**src/rtl/st_frame_scheduler.sv**
```systemverilog
// st_frame_scheduler: frame-granular 2:1 Avalon-ST arbiter for RGB565 video.
// Switches sources only on frame boundaries and aborts stalled frames with a dummy eop beat.
module st_frame_scheduler #(
    parameter logic [19:0] TIMEOUT_CYCLES = 20'd1000000
) (
    input  logic        clk,
    input  logic        rst_n,
    input  logic [1:0]  mode,
    input  logic [15:0] src0_data,
    input  logic        src0_valid,
    input  logic        src0_sop,
    input  logic        src0_eop,
    output logic        src0_ready,
    input  logic [15:0] src1_data,
    input  logic        src1_valid,
    input  logic        src1_sop,
    input  logic        src1_eop,
    output logic        src1_ready,
    output logic [15:0] dout_data,
    output logic        dout_valid,
    output logic        dout_sop,
    output logic        dout_eop,
    input  logic        dout_ready,
    output logic        grant,
    output logic        busy,
    output logic        frame_done,
    output logic        frame_abort,
    output logic [15:0] frame_cnt,
    output logic [7:0]  abort_cnt
);
    typedef enum logic [1:0] {IDLE, PASS, ABORT} state_e;

    state_e      state_q, state_d;
    logic        grant_q, grant_d, last_q, last_d;
    logic [1:0]  mode_q, mode_d;
    logic [19:0] tmo_q, tmo_d;
    logic [15:0] fcnt_q, fcnt_d;
    logic [7:0]  acnt_q, acnt_d;
    logic [1:0]  md, elig, hold, valid, sop, eop, rdy;
    logic [1:0][15:0] data;
    logic        gv;

    assign valid = {src1_valid, src0_valid};
    assign sop   = {src1_sop, src0_sop};
    assign eop   = {src1_eop, src0_eop};
    assign data  = {src1_data, src0_data};
    // live mode only matters while idle; a running frame keeps the mode it started with
    assign md    = (state_q == IDLE) ? mode : mode_q;
    assign elig  = {md != 2'd0, md != 2'd1};
    assign hold  = elig & valid & sop;
    assign gv    = valid[grant_q];

    always_comb begin
        state_d     = state_q;
        grant_d     = grant_q;
        last_d      = last_q;
        mode_d      = mode_q;
        tmo_d       = tmo_q;
        fcnt_d      = fcnt_q;
        acnt_d      = acnt_q;
        rdy         = ~elig;
        dout_data   = 16'h0000;
        dout_valid  = 1'b0;
        dout_sop    = 1'b0;
        dout_eop    = 1'b0;
        frame_done  = 1'b0;
        frame_abort = 1'b0;
        case (state_q)
            IDLE: begin
                rdy   = ~hold;
                tmo_d = 20'd0;
                if (|hold) begin
                    state_d = PASS;
                    grant_d = (&hold) ? (mode == 2'd2 ? ~last_q : 1'b0) : hold[1];
                    mode_d  = mode;
                end
            end
            PASS: begin
                rdy[grant_q] = dout_ready;
                dout_data    = data[grant_q];
                dout_valid   = gv;
                dout_sop     = sop[grant_q];
                dout_eop     = eop[grant_q];
                tmo_d        = gv ? 20'd0 : tmo_q + 20'd1;
                if (gv && dout_ready && eop[grant_q]) begin
                    frame_done = 1'b1;
                    fcnt_d     = fcnt_q + 16'd1;
                    last_d     = grant_q;
                    state_d    = IDLE;
                end else if (!gv && tmo_q == TIMEOUT_CYCLES - 20'd1) begin
                    state_d = ABORT;
                end
            end
            ABORT: begin
                rdy[grant_q] = 1'b0;
                dout_valid   = 1'b1;
                dout_eop     = 1'b1;
                if (dout_ready) begin
                    frame_abort = 1'b1;
                    acnt_d      = acnt_q + {7'd0, ~&acnt_q};
                    last_d      = grant_q;
                    state_d     = IDLE;
                end
            end
            default: state_d = IDLE;
        endcase
    end

    always_ff @(posedge clk or negedge rst_n) begin
        if (!rst_n) begin
            state_q <= IDLE;
            grant_q <= 1'b0;
            last_q  <= 1'b1;
            mode_q  <= 2'd0;
            tmo_q   <= 20'd0;
            fcnt_q  <= 16'd0;
            acnt_q  <= 8'd0;
        end else begin
            state_q <= state_d;
            grant_q <= grant_d;
            last_q  <= last_d;
            mode_q  <= mode_d;
            tmo_q   <= tmo_d;
            fcnt_q  <= fcnt_d;
            acnt_q  <= acnt_d;
        end
    end

    // readies are forced low while in reset so every output reads 0
    assign src0_ready = rdy[0] & rst_n;
    assign src1_ready = rdy[1] & rst_n;
    assign grant      = grant_q;
    assign busy       = state_q != IDLE;
    assign frame_cnt  = fcnt_q;
    assign abort_cnt  = acnt_q;
endmodule

```
**config.mk**
```make
export PLATFORM = sky130hd
export DESIGN_NAME = st_frame_scheduler
export DESIGN_NICKNAME = d
export VERILOG_FILES = /design/src/rtl/st_frame_scheduler.sv
export SDC_FILE = /design/constraint.sdc
export NUM_CORES = 1
export LEC_CHECK = 0
export ABC_AREA = 1
export CORE_ASPECT_RATIO = 1.25
export CORE_UTILIZATION = 24
export CTS_CLUSTER_SIZE = 14
export DETAILED_ROUTE_END_ITERATION = 7
export GPL_ROUTABILITY_DRIVEN = 1
export PLACE_DENSITY_LB_ADDON = 0.05
export RECOVER_POWER = 25
export SLEW_MARGIN = 20
export SYNTH_ARGS = -nofsm -noshare
export SYNTH_HDL_FRONTEND = slang
export SYNTH_SLANG_ARGS = --single-unit
```
**constraint.sdc**
```tcl
create_clock -name clk -period 1.82 [get_ports clk]
set_clock_uncertainty 0.05 [all_clocks]
set_input_delay 0.182 -clock clk [delete_from_list [all_inputs] [get_ports clk]]
set_output_delay 0.182 -clock clk [all_outputs]
set_load 0.005 [all_outputs]
```
==> Word level (Yosys, flattened, before mapping) <==
Cells that the tools add are included.
{ "totals": {"reg_bits": 50, "latchBits": 0, "mem_bits_rw": 0, "rom_bits": 0, "inputBits": 43, "out_inout_bits": 49, "elab_cells": 82, "mem_count": 0} }
{ "classes": {"add_sub_neg": 3, "n_mul": 0, "div_mod_pow": 0, "order_cmp": 2, "eq_ne": 9, "shift": 0, "mux": 33, "n_bitwise": 9, "n_reduce_logical": 19} }
{ "op_table": {"columns": ["op", "count"], "rows": [
  ["$mux W16", 3],
  ["$pmux W20 S2", 1],
  ["$add A20 B1 Y20 const B", 1],
  ["$eq A20 B20 Y1 const B", 1],
  ["$mux W20", 1],
  ["$add A16 B1 Y16 const B", 1],
  ["$mux W1", 16],
  ["$pmux W2 S3", 2],
  ["$mux W2", 5],
  ["$add A8 B1 Y8", 1],
  ["$reduce_and A2 Y1", 4],
  ["$reduce_and A8 Y1", 1],
  ["$reduce_bool A2 Y1", 4],
  ["$and A2 B2 Y2", 3],
  ["$not A2 Y2", 3],
  ["$pmux W1 S2", 3],
  ["$reduce_and A3 Y1", 2],
  ["$eq A2 B2 Y1 const B", 2],
  ["$logic_and A1 B1 Y1", 4],
  ["$ne A2 B1 Y1 const B", 2],
  ["$ne A2 B2 Y1 const B", 2],
  ["$ne A3 B3 Y1 const B", 1],
  ["$and A1 B1 Y1", 2],
  ["$bwmux W2", 1],
  ["other kinds (8)", 9]
]} }

==> Depth between registers and ports, before layout <==
{ "depth": {"word_depth": 8, "depth_mapped": 12, "ltp_nobuf": 11} }

==> Least setup slack after synthesis <==
No wires, ideal clock.
{ "synth_timing": {"kind": "register to register", "startpoint": "reg acnt_q[3], in the netlist abort_cnt[3]", "endpoint": "reg acnt_q[6], in the netlist abort_cnt[6]", "setup_time_ps": 118, "arrival_ps": 1515, "required_time_ps": 1652, "path_slack_ps": 137, "path_stages_with_launch": 12, "path_buffers": 0, "period_less_slack_ps": 1683, "path_cell_list": "dfrtp_1 -> nand2_1 -> nor2_1 -> nand3_1 -> nand3b_1 -> ha_1 -> ha_1 -> inv_1 -> nor2_1 -> nand2_1 -> xor2_1 -> inv_1"} }
{ "synth_between": {"elab_chain_len": 3} }
{ "synth_lines": {"columns": ["element", "line", "rtl"], "rows": [
  ["start: declaration", "38", "logic [7:0] acnt_q, acnt_d;"],
  ["start signal: assignment", "125", "acnt_q <= acnt_d;"],
  ["$reduce_and A8 Y1", "100", "acnt_d = acnt_q + {7'd0, ~&acnt_q};"],
  ["$logic_not A1 Y1", "100", null],
  ["$add A8 B1 Y8 (*)", "100", null]
]} }
Every way passes the cells marked *; elsewhere a longest branch is shown, timed or not.
A chain may end at the register's enable or synchronous reset.

==> Worst setup path after layout <==
{ "layout_timing": {"startpoint": "reg state_q[1]", "endpoint": "out src0_ready"} }
{ "layout_between": {"elab_chain_len": 8, "word_cells_on_any_way": 13, "classes_between": "eq/ne: 3; mux: 3; bitwise: 6; reduce/logical: 1"} }
{ "layout_lines": {"columns": ["element", "line", "rtl"], "rows": [
  ["start: declaration", "33", "state_e state_q, state_d;"],
  ["start signal: assignment", "119", "state_q <= state_d;"],
  ["$logic_not A2 Y1", "48, 68", null],
  ["$mux W2", "48", "assign md = (state_q == IDLE) ? mode : mode_q;"],
  ["$ne A2 B1 Y1", "49", "assign elig = {md != 2'd0, md != 2'd1};"],
  ["$and A2 B2 Y2 (2 in series)", "50", "assign hold = elig & valid & sop;"],
  ["$not A2 Y2", "70", "rdy = ~hold;"],
  ["$pmux W2 S3 (*)", "68", "case (state_q)"],
  ["$and A1 B1 Y1 (*)", "130", "assign src0_ready = rdy[0] & rst_n;"],
  ["end: declaration", "13", "output logic src0_ready,"]
]} }
Marks and branches as above.

==> metrics.txt <==
status=finished with violations; failing checks=setup timing; antenna violations before repair=0; crit share post-route=104%; design area=roughly 5000 µm²; Initial Util=about 25%; Setup crit start=state_q[1]$_DFFE_PN0P_; share of layout cells above drive strength 1=19.4%; CP Capture Type=output port; CTS H-tree depth=2; syn_area_per_cell=6.96 µm²; clock sink total=50; total global-route track usage=14.3%; Die Ht=roughly 130 µm; RSZ-0062 raised after global routing=true; HP Class=input pin to asynchronous set/reset pin; largest net degree at the start of global routing=51; Layout Utilization=37.4%; DIE WIDTH=106 µm; Post-Route WL=around 9700 µm; area of the multi-input gates=roughly 1900 µm²; Detail Route Antenna Nets=0; vias per cell=4.38; Reg clk slew, reported paths=70 ps; worst relative slew slack=a little under an eighth; routed len/inst=12.4 µm; detailed-placement wirelength estimate=7410 µm; P_leak=0.00228 µW; vias in the first global route=around 3500; Hold Vio Cnt, Final=0; area delta synth->final=51.7%; largest cells by area after synthesis=dfrtp_1 (38%), nand2_1 (18%), inv_1 (6.3%); last element of the critical path=src0_ready; Layout fillers=1464; max-slew violation count=0; CTS tree=done; clock latency at the later pin of the worst-skew pair=300 ps; Die ar.=between 10000 and 15000 µm²; Peak supply drop=~0.42 mV; diode count=0; Clock power frac=21.5%; Gate power share=50.5%; Iteration-0 DRC Markers=95; Peak Freq=526 MHz; final worst slack=-81.6 ps; switching share of power=38.1%; register area share after synthesis=between 30% and 40%; worst-path maximum fanout=5; reg2reg path depth=7; dpl cell area=~4700 µm²; DR vias=3411; gp weighted congestion=0.798; total area of sequential cells=1250 µm²; Worst R2R Setup Slack=120 ps; hold_buf cts=0; yosys warns=0; Max Buffers Root-to-Sink=2; area of the core=approximately 13000 µm²; Synthesized Nets=520; I/O Pins=92; Gate Count Post-Synth=469; critical path arrival=1670 ps; RR Endpoint=frame_cnt[10]$_DFFE_PN0P_; fin crit period=~1900 ps; synthesized area=3260 µm²; worst slew pin tran=~1300 ps; DP Cell Count=766; final setup fails=2; number of port buffers=91; Row Count=47; first-pass GRT wire length=16200 µm; number of synthesized register bits=50; clk root buf=clkbuf_16; largest area contributor in the netlist=dfrtp_1; GR Overflow Total=0; Nets=around 660; critical path type=flop to output port; Critical Path RT=between 1500 and 2000 ps; Flop pwr share=28.0%; Worst R2R Start=grant$_DFFE_PN0P_; type of origin of the critical path=flop; Psw=1910 µW; fin cells=~780; DRT Pass-1 Iters=4; max cap viols=0; clock buffer count from CTS=5; Remaining DRCs=0; pwr dens=1010 nW/µm²; Yosys cell types=32; Internal Pwr Total=3100 µW; area share of the largest cell type after synthesis=a little under two fifths
==> cells in the final DEF, fill, tap and decap left out, drive strengths merged, types with 8 or more instances in the layout <==
cell type and count:
nor2 48, nand3 32, xor2 15, inv 57
buf 47, a21oi 26, ha 8, nand4 8
clkbuf 26, dfrtp 49, nand2 159, o21ai 27
clkdlybuf4s50 66, nor3 13
==> synth_stat cells <==
cell type and instances:
nor2_2 2, a31oi_1 1, nand4_1 7, clkbuf_1 1, nand4_4 1, o21ai_1 3
o21ai_2 1, o31ai_1 1, buf_4 2, ha_1 8, nand2_1 157, buf_2 4
nor3_1 13, inv_1 55, inv_2 2, nand2_4 1, o21ai_0 23, a2bb2oi_1 1
o22ai_1 3, nand3_1 31, nor2_1 42, nand3b_1 2, dfstp_2 1, nor2_4 4
buf_1 2, xnor2_1 7, xor2_1 15, a21oi_1 26, nand2_2 1, nand3_2 1
o21bai_1 2, dfrtp_1 49
==> timing repair <==
action | in CTS | in global routing
gates cloned | 0 | 1
buffers inserted | 1 | 2
pin swaps | 8 | 15
gates resized for setup | 52 | 62
setup endpoints to repair | 26 | 33
==> worst min path at each step <==
| stage | start | end | slack, ps | depth (start not counted) |
|---|---|---|---|---|
| after global placement | rst_n | tmo_q[18]$_DFFE_PN0P_ | 410 | 2 |
| after floorplan | rst_n | abort_cnt[0]$_DFFE_PN0P_ | -160 | 0 |
| after global routing | mode_q[1]$_DFFE_PN0P_ | mode_q[1]$_DFFE_PN0P_ | 460 | 2 |
| final | rst_n | tmo_q[17]$_DFFE_PN0P_ | 390 | 2 |
| after detailed placement | rst_n | tmo_q[10]$_DFFE_PN0P_ | 400 | 2 |
| after CTS | rst_n | tmo_q[10]$_DFFE_PN0P_ | 80 | 2 |
==> sequential cells by signal, summed over array words and instances (netlist names) <==
| register | flops |
|---|---|
| abort_cnt | 8 |
| frame_cnt | 16 |
| state_q | 2 |
| grant | 1 |
| last_q | 1 |
| tmo_q | 20 |
| mode_q | 2 |
==> routing by layer <==
metal	wire (µm)	global-route usage, %	up-vias
met3	351	2.82	14
met4	217	4.48	0
met2	4860	25.0	69
met5	0	0	-
met1	4240	17.4	1559
li1	-	-	1769
==> kinds of logic after synthesis <==
logic type / Yosys count / synth area share, %
AND/OR/NAND/NOR: 262 / 34.7
buffers and inverters: 66 / 7.98
AO/OA/AOI/OAI: 61 / 9.97
flip-flops: 50 / 38.4
XOR/XNOR: 22 / 5.91
adder cells (fa/ha/maj): 8 / 3.07
==> metrics by stage <==
| stage | setup slack (ps) | setup TNS (ps) | total power (µW) | hold WS [ps] |
|---|---|---|---|---|
| global route | -186 | -544 | 5410 | 463 |
| CTS | -197 | -2070 | 4940 | 80.4 |
| detailed placement | -246 | -1520 | 3760 | 403 |
| floorplan | 137 | 0 | 2510 | -164 |
| global placement | -189 | -888 | 3760 | 407 |
| finish | -81.6 | -130 | 5000 | 392 |
==> critical path, cell delays in order, from the launching register on <==
cell and delay [ps]:
dfrtp_1 390, inv_2 100, ha_4 180, inv_4 50
nand2_2 60, nand2_2 60, nand2_2 100, nor2_2 40
o21ai_1 120, nand3_1 80, nand2_1 70, inv_1 40
clkbuf_2 100
==> power by group through the flow <==
stage	registers [µW]	clock network [µW]	logic, µW
global placement	1410	0	2350
detailed placement	1410	0	2350
floorplan	1420	0	1100
CTS	1400	1130	2410
global route	1420	1160	2820
finish	1400	1070	2530
==> final cells by class <==
class                      instances  area share, %
tap                              171           4.32
inverter                          57           4.47
sequential                        50           25.3
clock buffer                       6           2.60
timing repair buffer             139           24.2
multi-input combinational        353           38.4
clock inverter                     2          0.758
(Power assumes the default switching activity.)
